[src/rtl/ovi_issue_sched.sv]
// Issue scheduler between the scalar instruction source and the OVI vector core.
// Each accepted instruction is metered against core issue credits and tagged
// with the lowest free scoreboard ID. Tags are retired on completion. For stores,
// the expected 512-bit store-data beats are counted and credited back one by one.
module ovi_issue_sched #(
    parameter int INIT_CREDITS = 4,
    parameter int NUM_TAGS     = 32,
    parameter int TAG_W        = 5
) (
    input  logic             CLK,
    input  logic             RST,
    input  logic             HALT,
    input  logic             INSTR_VALID,
    output logic             INSTR_READY,
    input  logic [31:0]      INSTR,
    input  logic [14:0]      INSTR_VL,
    input  logic [1:0]       INSTR_SEW,
    input  logic             INSTR_IS_STORE,
    output logic             ISSUE_VALID,
    output logic [31:0]      ISSUE_INSTR,
    output logic [14:0]      ISSUE_VL,
    output logic [1:0]       ISSUE_SEW,
    output logic [TAG_W-1:0] ISSUE_SB_ID,
    input  logic             ISSUE_CREDIT,
    input  logic             COMPLETED_VALID,
    input  logic [TAG_W-1:0] COMPLETED_SB_ID,
    input  logic             STORE_VALID,
    output logic             STORE_CREDIT,
    output logic [TAG_W:0]   IN_FLIGHT,
    output logic             DRAINED,
    output logic             ERR
);

    typedef enum logic [1:0] {
        S_IDLE     = 2'd0,
        S_ISSUE    = 2'd1,
        S_STORE_RX = 2'd2
    } state_t;

    state_t             state_q, state_d;
    logic [3:0]         credits_q, credits_d;
    logic [NUM_TAGS-1:0] busy_q, busy_d;
    logic [TAG_W:0]     in_flight_q, in_flight_d;
    logic [31:0]        instr_q, instr_d;
    logic [14:0]        vl_q, vl_d;
    logic [1:0]         sew_q, sew_d;
    logic               is_store_q, is_store_d;
    logic [TAG_W-1:0]   sb_id_q, sb_id_d;
    logic [12:0]        beats_q, beats_d;
    logic [12:0]        beat_cnt_q, beat_cnt_d;
    logic               store_credit_q, store_credit_d;
    logic               err_q, err_d;

    logic               any_free;
    logic [TAG_W-1:0]   alloc_tag;
    logic               handshake;
    logic               complete_ok;
    logic [21:0]        bit_count;
    logic [12:0]        beats_calc;
    logic [NUM_TAGS-1:0] alloc_hot;
    logic [NUM_TAGS-1:0] free_hot;

    // Lowest-index free tag; the scan runs downwards so the lowest index wins.
    always_comb begin
        alloc_tag = '0;
        any_free  = 1'b0;
        for (int i = NUM_TAGS - 1; i >= 0; i--) begin
            if (!busy_q[i]) begin
                alloc_tag = TAG_W'(i);
                any_free  = 1'b1;
            end
        end
    end

    // Ready is also held low while reset is asserted so every output shows its reset value.
    assign INSTR_READY = (state_q == S_IDLE) && !HALT && (credits_q != 4'd0) && any_free && !RST;
    assign handshake   = INSTR_VALID && INSTR_READY;
    assign complete_ok = COMPLETED_VALID && busy_q[COMPLETED_SB_ID];

    // Store payload size in bits (VL * element width) and beats rounded up to 512 bits.
    assign bit_count  = {7'd0, INSTR_VL} << (3 + INSTR_SEW);
    assign beats_calc = bit_count[21:9] + {12'd0, |bit_count[8:0]};

    // One-hot allocate/free strobes per tag.
    for (genvar gi = 0; gi < NUM_TAGS; gi++) begin : g_tag
        assign alloc_hot[gi] = handshake && (alloc_tag == TAG_W'(gi));
        assign free_hot[gi]  = complete_ok && (COMPLETED_SB_ID == TAG_W'(gi));
    end

    // Tag mask, in-flight count and credit bookkeeping.
    always_comb begin
        busy_d      = (busy_q | alloc_hot) & ~free_hot;
        in_flight_d = in_flight_q;
        if (handshake && !complete_ok) begin
            in_flight_d = in_flight_q + (TAG_W+1)'(1);
        end else if (!handshake && complete_ok) begin
            in_flight_d = in_flight_q - (TAG_W+1)'(1);
        end

        credits_d = credits_q;
        if ((state_q == S_ISSUE) && !ISSUE_CREDIT) begin
            credits_d = credits_q - 4'd1;
        end else if ((state_q != S_ISSUE) && ISSUE_CREDIT && (credits_q != 4'(INIT_CREDITS))) begin
            credits_d = credits_q + 4'd1;
        end
    end

    // Issue/store sequencing FSM plus sticky protocol-error detection.
    always_comb begin
        state_d        = state_q;
        instr_d        = instr_q;
        vl_d           = vl_q;
        sew_d          = sew_q;
        is_store_d     = is_store_q;
        sb_id_d        = sb_id_q;
        beats_d        = beats_q;
        beat_cnt_d     = beat_cnt_q;
        store_credit_d = 1'b0;
        err_d          = err_q;

        case (state_q)
            S_IDLE: begin
                if (handshake) begin
                    instr_d    = INSTR;
                    vl_d       = INSTR_VL;
                    sew_d      = INSTR_SEW;
                    is_store_d = INSTR_IS_STORE;
                    sb_id_d    = alloc_tag;
                    beats_d    = beats_calc;
                    beat_cnt_d = 13'd0;
                    state_d    = S_ISSUE;
                end
            end
            S_ISSUE: begin
                state_d = (is_store_q && (beats_q != 13'd0)) ? S_STORE_RX : S_IDLE;
            end
            S_STORE_RX: begin
                if (STORE_VALID) begin
                    store_credit_d = 1'b1;
                    beat_cnt_d     = beat_cnt_q + 13'd1;
                    if ((beat_cnt_q + 13'd1) == beats_q) begin
                        state_d = S_IDLE;
                    end
                end
            end
            default: state_d = S_IDLE;
        endcase

        if (STORE_VALID && (state_q != S_STORE_RX)) begin
            err_d = 1'b1;
        end
        if (COMPLETED_VALID && !busy_q[COMPLETED_SB_ID]) begin
            err_d = 1'b1;
        end
        if (ISSUE_CREDIT && (state_q != S_ISSUE) && (credits_q == 4'(INIT_CREDITS))) begin
            err_d = 1'b1;
        end
    end

    // State registers with synchronous reset.
    always_ff @(posedge CLK) begin
        if (RST) begin
            state_q        <= S_IDLE;
            credits_q      <= 4'(INIT_CREDITS);
            busy_q         <= '0;
            in_flight_q    <= '0;
            instr_q        <= '0;
            vl_q           <= '0;
            sew_q          <= '0;
            is_store_q     <= 1'b0;
            sb_id_q        <= '0;
            beats_q        <= '0;
            beat_cnt_q     <= '0;
            store_credit_q <= 1'b0;
            err_q          <= 1'b0;
        end else begin
            state_q        <= state_d;
            credits_q      <= credits_d;
            busy_q         <= busy_d;
            in_flight_q    <= in_flight_d;
            instr_q        <= instr_d;
            vl_q           <= vl_d;
            sew_q          <= sew_d;
            is_store_q     <= is_store_d;
            sb_id_q        <= sb_id_d;
            beats_q        <= beats_d;
            beat_cnt_q     <= beat_cnt_d;
            store_credit_q <= store_credit_d;
            err_q          <= err_d;
        end
    end

    assign ISSUE_VALID  = (state_q == S_ISSUE);
    assign ISSUE_INSTR  = instr_q;
    assign ISSUE_VL     = vl_q;
    assign ISSUE_SEW    = sew_q;
    assign ISSUE_SB_ID  = sb_id_q;
    assign STORE_CREDIT = store_credit_q;
    assign IN_FLIGHT    = in_flight_q;
    assign DRAINED      = (state_q == S_IDLE) && (in_flight_q == '0);
    assign ERR          = err_q;

endmodule

[config.mk]
export PLATFORM = sky130hd
export DESIGN_NAME = ovi_issue_sched
export DESIGN_NICKNAME = d
export VERILOG_FILES = /design/src/rtl/ovi_issue_sched.sv
export SDC_FILE = /design/constraint.sdc
export NUM_CORES = 1
export LEC_CHECK = 0
export ABC_AREA = 0
export CORE_ASPECT_RATIO = 0.5
export CORE_MARGIN = 1.5
export CORE_UTILIZATION = 62
export DETAILED_ROUTE_END_ITERATION = 8
export DONT_BUFFER_PORTS = 1
export PLACE_DENSITY_LB_ADDON = 0.12
export SLEW_MARGIN = 10
export SYNTH_ARGS = -nofsm -noshare
export SYNTH_HDL_FRONTEND = slang
export SYNTH_SLANG_ARGS = --single-unit
[constraint.sdc]
create_clock -name CLK -period 5.1 [get_ports CLK]
set_input_delay 0.51 -clock CLK [delete_from_list [all_inputs] [get_ports CLK]]
set_output_delay 0.51 -clock CLK [all_outputs]
set_load 0.02 [all_outputs]
# Word-level counts from Yosys, hierarchy flattened
# Index checks and enable logic that the tools add are counted.
totals:
  latch_bits: 0
  n_memories: 0
  mem_bits_ro: 0
  in_bits: 62
  ramBits: 0
  reg_bits: 127
op_classes:
  n_eq_ne: 72
  mul: 0
  reduce_logical: 101
  n_bitwise: 4
  order_cmp: 1
  add_sub_neg: 7
  shift: 1
  div: 0
  n_mux: 82
ops:
  columns: ["operator", "count"]
  rows:
  - ["equality test 5 bit, second input constant", 32]
  - ["two-way mux 5 bit", 32]
  - ["equality test 5 x 4 -> 1 bit, second input constant", 16]
  - ["logical AND 1 bit", 80]
  - ["equality test 5 x 3 -> 1 bit, second input constant", 8]
  - ["two-way mux 1 bit", 37]
  - ["bitwise AND 32 bit", 1]
  - ["inverter 32 bit", 1]
  - ["OR 32 bit", 1]
  - ["two-way mux 13 bit", 2]
  - ["one-hot mux 13 bit (2 select lines)", 1]
  - ["left shift 15 x 3 -> 22 bit", 1]
  - ["equality test 5 x 2 -> 1 bit, second input constant", 4]
  - ["adder 13 x 1 -> 13 bit", 1]
  - ["adder 13 x 1 -> 13 bit, second input constant", 1]
  - ["equality test 13 bit", 1]
  - ["nonzero test 13 bit", 1]
  - ["two-way mux 6 bit", 2]
  - ["equality test 5 x 1 -> 1 bit, second input constant", 2]
  - ["logical NOT 5 bit", 2]
  - ["OR reduction 9 bit", 1]
  - ["two-way mux 2 bit", 4]
  - ["two-way mux 4 bit", 2]
  - ["!= test 2 bit, second input constant", 4]
  - ["other kinds (23)", 31]

# Logic depth before layout (Yosys ltp)
depth:
  word_depth: 39
  depth_mapped: 18
  mapped_depth_nobuf: 15

# Worst setup path after synthesis
# Ideal clock, no wire load.
synth_path:
  path_kind: "input to register"
  from: "input port COMPLETED_SB_ID[1]"
  to: "register in_flight_q[5] (netlist: IN_FLIGHT[5])"
  cell_stages: 15
  t_arrival_ns: 3.693
  path_slack_ns: 1.336
  required_ns: 5.030
  path_cell_list: "buf_1 mux4_2 mux4_2 mux2i_1 nand2b_1 ha_1 inv_1 ha_1 a21oi_1 nand2_1 a21o_1 a21oi_1 xnor2_1 or3_1 a21oi_1"
synth_between:
  elab_chain_len: 6
  elab_cells_between_ends: 8
  cone_classes: "mux (3); reduce/logical (5)"
synth_lines:
  columns: ["item", "line", "source"]
  rows:
  - ["start, declared", "26", "input logic [TAG_W-1:0] COMPLETED_SB_ID,"]
  - ["binary-select mux 1 bit (select 5 bit) *", "78", "assign complete_ok = COMPLETED_VALID && busy_q[COMPLETED_SB_ID];"]
  - ["two-way mux 1 bit (not written as such) *", "78", null]
  - ["logical AND 1 bit *", "78", null]
  - ["logical NOT 1 bit", "94", "if (handshake && !complete_ok) begin"]
  - ["logical AND 1 bit", "94", null]
  - ["two-way mux 6 bit / nonzero test 2 bit (equally long branches)", null, null]
  - ["end signal, assigned", "180", "in_flight_q <= in_flight_d;"]
  - ["end, declared", "43", "logic [TAG_W:0] in_flight_q, in_flight_d;"]
# Every way passes the cells marked *; elsewhere a longest branch is shown, timed or not. The select of a mux whose other input is x is not followed.
# A chain may end at the register's enable or synchronous reset.

# Worst setup path after layout
layout_path:
  from: "input port INSTR_SEW[0]"
  to: "register beats_q[10]"
layout_between:
  elab_chain_len: 4
layout_lines:
  columns: ["item", "line", "source"]
  rows:
  - ["start, declared", "17", "input logic [1:0] INSTR_SEW,"]
  - ["adder 2 x 2 -> 3 bit *", "81", "assign bit_count = {7'd0, INSTR_VL} << (3 + INSTR_SEW);"]
  - ["left shift 15 x 3 -> 22 bit *", "81", null]
  - ["OR reduction 9 bit", "82", "assign beats_calc = bit_count[21:9] + {12'd0, |bit_count[8:0]};"]
  - ["adder 13 x 1 -> 13 bit *", "82", null]
  - ["end signal, assigned", "186", "beats_q <= beats_d;"]
  - ["end, declared", "49", "logic [12:0] beats_q, beats_d;"]
# Every way passes the cells marked *; elsewhere a longest branch is shown, timed or not.

==> metrics.txt <==
status finished, final reports clean; max cap viols 0; total CTS buffers 17; endpoints failing hold 0; dpl cells 955; slew at the pin closest to its max-slew limit 0.893 ns; reg2reg start busy_q[27]$_SDFF_PP0_; root buf cell clkbuf_16; Worst-Skew Late Latency 0.42 ns; endpoint arrival time on the critical path 4.08 ns; vias per cell 6.33; ys flop type dfxtp_1; mapped cell area 6930 um2; fmax 267 MHz; number of synthesized register bits 127; share of cells above drive strength 1 8.31%; CTS H-Tree Depth 4; core area 10,900 um2; global route overflow 0; Clock Skew 0.0107 ns; Layout Nets 905; vias in the first global route 5,655; clock-pin slew on the worst setup and hold paths 0.06 ns; Hold Path Stages 1; clock period minus worst slack 3.75 ns; EDFF count, synth 0; die height 77.8 um; worst setup path start INSTR_SEW[0]; FILL cells 922; full die area 11,900 um2; Max-slew headroom 40.5%; max-slew violation count 0; Tot GR Track Use 29.5%; Worst R2R End IN_FLIGHT[5]$_SDFFE_PP0P_; Post-CTS Setup Bufs 0; post-detail-place hpwl 11.5 mm; Worst Path Class, Setup primary input to flop; WL/cell 17.7 um; I/O Buffers 0; Finished Layout Cells 987; CTS max path bufs 2; asr flop ratio synth 0%; Tcrit/Tclk final 73.5%; Worst Setup Start Kind primary input; Max IR drop VDD 0.236 mV; Leak 2.62 nW; r2r worst-path depth 14; total power 2.69 mW; pwr/cell area 358 nW/um2; DRC errors left 0; initial antenna violation count 0; Placer Congestion 0.918; crit end category flop; post-route ant nets 0; R2R setup slack 1.42 ns; TritonCTS Sinks 127; Post-Synthesis Cells 857; HP Start RST; FP Rows 27; Unique masters post-synth 71; RSZ-0062 raised after global routing no; Final setup viols 0; first-pass GRT wire length 28.4 mm; die width 153 um; n_diodes 0; cts repair resizes 0; Layout Area Growth over Synthesis 8.25%; syn nets 933; hold_buf cts 0; routed wire length 17.4 mm; DRT iter0 DRCs 545; critical path peak fanout 24; largest net degree at the start of global routing 121; YS warnings 0; via count 6,246; sequential area share after synthesis 36.7%; Initial Util 63.3%; Req. time, crit path 5.43 ns; Syn Area/Cell 8.09 um2; TritonRoute pass-1 iters 5; HP Class primary input to flop; Hold EP beat_cnt_q[5]$_SDFFE_PP0P_; final sum of negative setup slack 0 ns; CTS tree done; io pins 127
==> final cells by class <==
type	count	area, um2	share of cell area [%]
clock buffer	18	429	5.72
clock inverter	14	159	2.12
inverter	21	78.8	1.05
multi-input combinational	660	4100	54.6
sequential	127	2540	33.9
tap	145	181	2.42
timing repair buffer	2	15.0	0.200
==> power breakdown <==
group | switching, mW | internal (mW)
clock | 0.490 | 0.728
sequential | 0.0815 | 1.04
combinational | 0.199 | 0.147
total | 0.771 | 1.91
==> sequential cells by signal (all words and copies together) (netlist names) <==
| signal | cells |
|---|---|
| ISSUE_INSTR | 32 |
| busy_q | 32 |
| ISSUE_VL | 15 |
| beat_cnt_q | 13 |
| beats_q | 13 |
| IN_FLIGHT | 6 |
| ISSUE_SB_ID | 5 |
| credits_q | 4 |
| ISSUE_SEW | 2 |
| state_q | 2 |
| ERR | 1 |
| STORE_CREDIT | 1 |
| is_store_q | 1 |
==> placed cells by master, fill, tap and decap left out, types with 5 or more instances in the layout <==
master     synthesis  final
nand2_1          159    159
a21oi_1          111    111
a211oi_1          37     37
nor3_1             8      8
o31ai_1           10     10
nand4_1           15     15
nor2_1            58     58
and2_1             5      5
nor4_1             7      7
xnor2_1           14     14
and3_1            17     17
nor2b_1           19     19
inv_1             18     18
xor2_1            19     19
and4_1             5      5
mux2i_1            9      9
dfxtp_1          127    127
o21ai_0           31     31
a31oi_1            8      8
nand3b_1           6      6
ha_1              12     12
mux4_2            14     14
nand3_1           18     18
clkbuf_16          0     17
nand2b_1           9      9
a21o_1             5      5
==> worst max path at each step <==
stage | cells after the start | slack [ns] | endpoint
after floorplan | 15 | 1.34 | IN_FLIGHT[5]$_SDFFE_PP0P_
after global placement | 13 | 1.12 | beats_q[10]$_SDFFE_PP0P_
after detailed placement | 13 | 1.02 | beats_q[10]$_SDFFE_PP0P_
after CTS | 13 | 1.41 | beats_q[10]$_SDFFE_PP0P_
after global routing | 13 | 0.97 | beats_q[10]$_SDFFE_PP0P_
final | 13 | 1.35 | beats_q[10]$_SDFFE_PP0P_
==> through the flow <==
step | hold WS, ns | area [um2] | util (%) | setup WS [ns]
2_1_floorplan | 0.437 | 6930 | - | 1.34
3_3_place_gp | 0.465 | 6910 | 63.2 | 1.12
3_5_place_dp | 0.474 | 6910 | 63.2 | 1.02
4_1_cts | 0.156 | 7500 | 68.5 | 1.41
5_1_grt | 0.157 | 7500 | 68.5 | 0.972
6_report | 0.157 | 7500 | 68.5 | 1.35
==> critical path, stage by stage <==
cell and delay [ns]:
inv_2 0.10, ha_1 0.92, mux2_2 0.46, a2111oi_0 0.37, o21ai_0 0.16, nand2_1 0.10, o2111ai_1 0.13, ha_1 0.27
ha_1 0.24, o21ai_2 0.13, nor3_2 0.10, or3_1 0.37, a311oi_2 0.23
==> logic make-up (layout without fill, tap and decap cells) <==
group	Yosys count	in the layout	share of synthesized area, %
xor+xnor	33	33	4.17
mux	28	28	6.66
buf+inv	70	55	4.21
fa+ha+maj	14	14	2.74
flops	127	127	36.7
simple gates	344	344	23.8
compound gates	241	241	21.7
==> routing by layer <==
metal / vias up / wire length [um] / track usage (%)
met3: 36 / 1330 / 6.59
met5: - / 0 / 0
met4: 0 / 377 / 11.2
met2: 241 / 8080 / 46.3
met1: 2942 / 7660 / 40.0
li1: 3027 / - / -
==> Yosys cell counts, drive strengths merged, types with 15 or more instances <==
cell type / n / area (um2)
buf: 20 / 104
nor2b: 19 / 119
a211oi: 38 / 290
nand3: 19 / 100
and3: 17 / 106
dfxtp: 127 / 2540
inv: 20 / 75.1
nor2: 58 / 218
a21oi: 111 / 556
o21ai: 34 / 178
nand4: 15 / 93.8
nand2: 160 / 603
clkbuf: 29 / 109
xor2: 19 / 166
No activity file was read; power rests on OpenSTA's default activity.
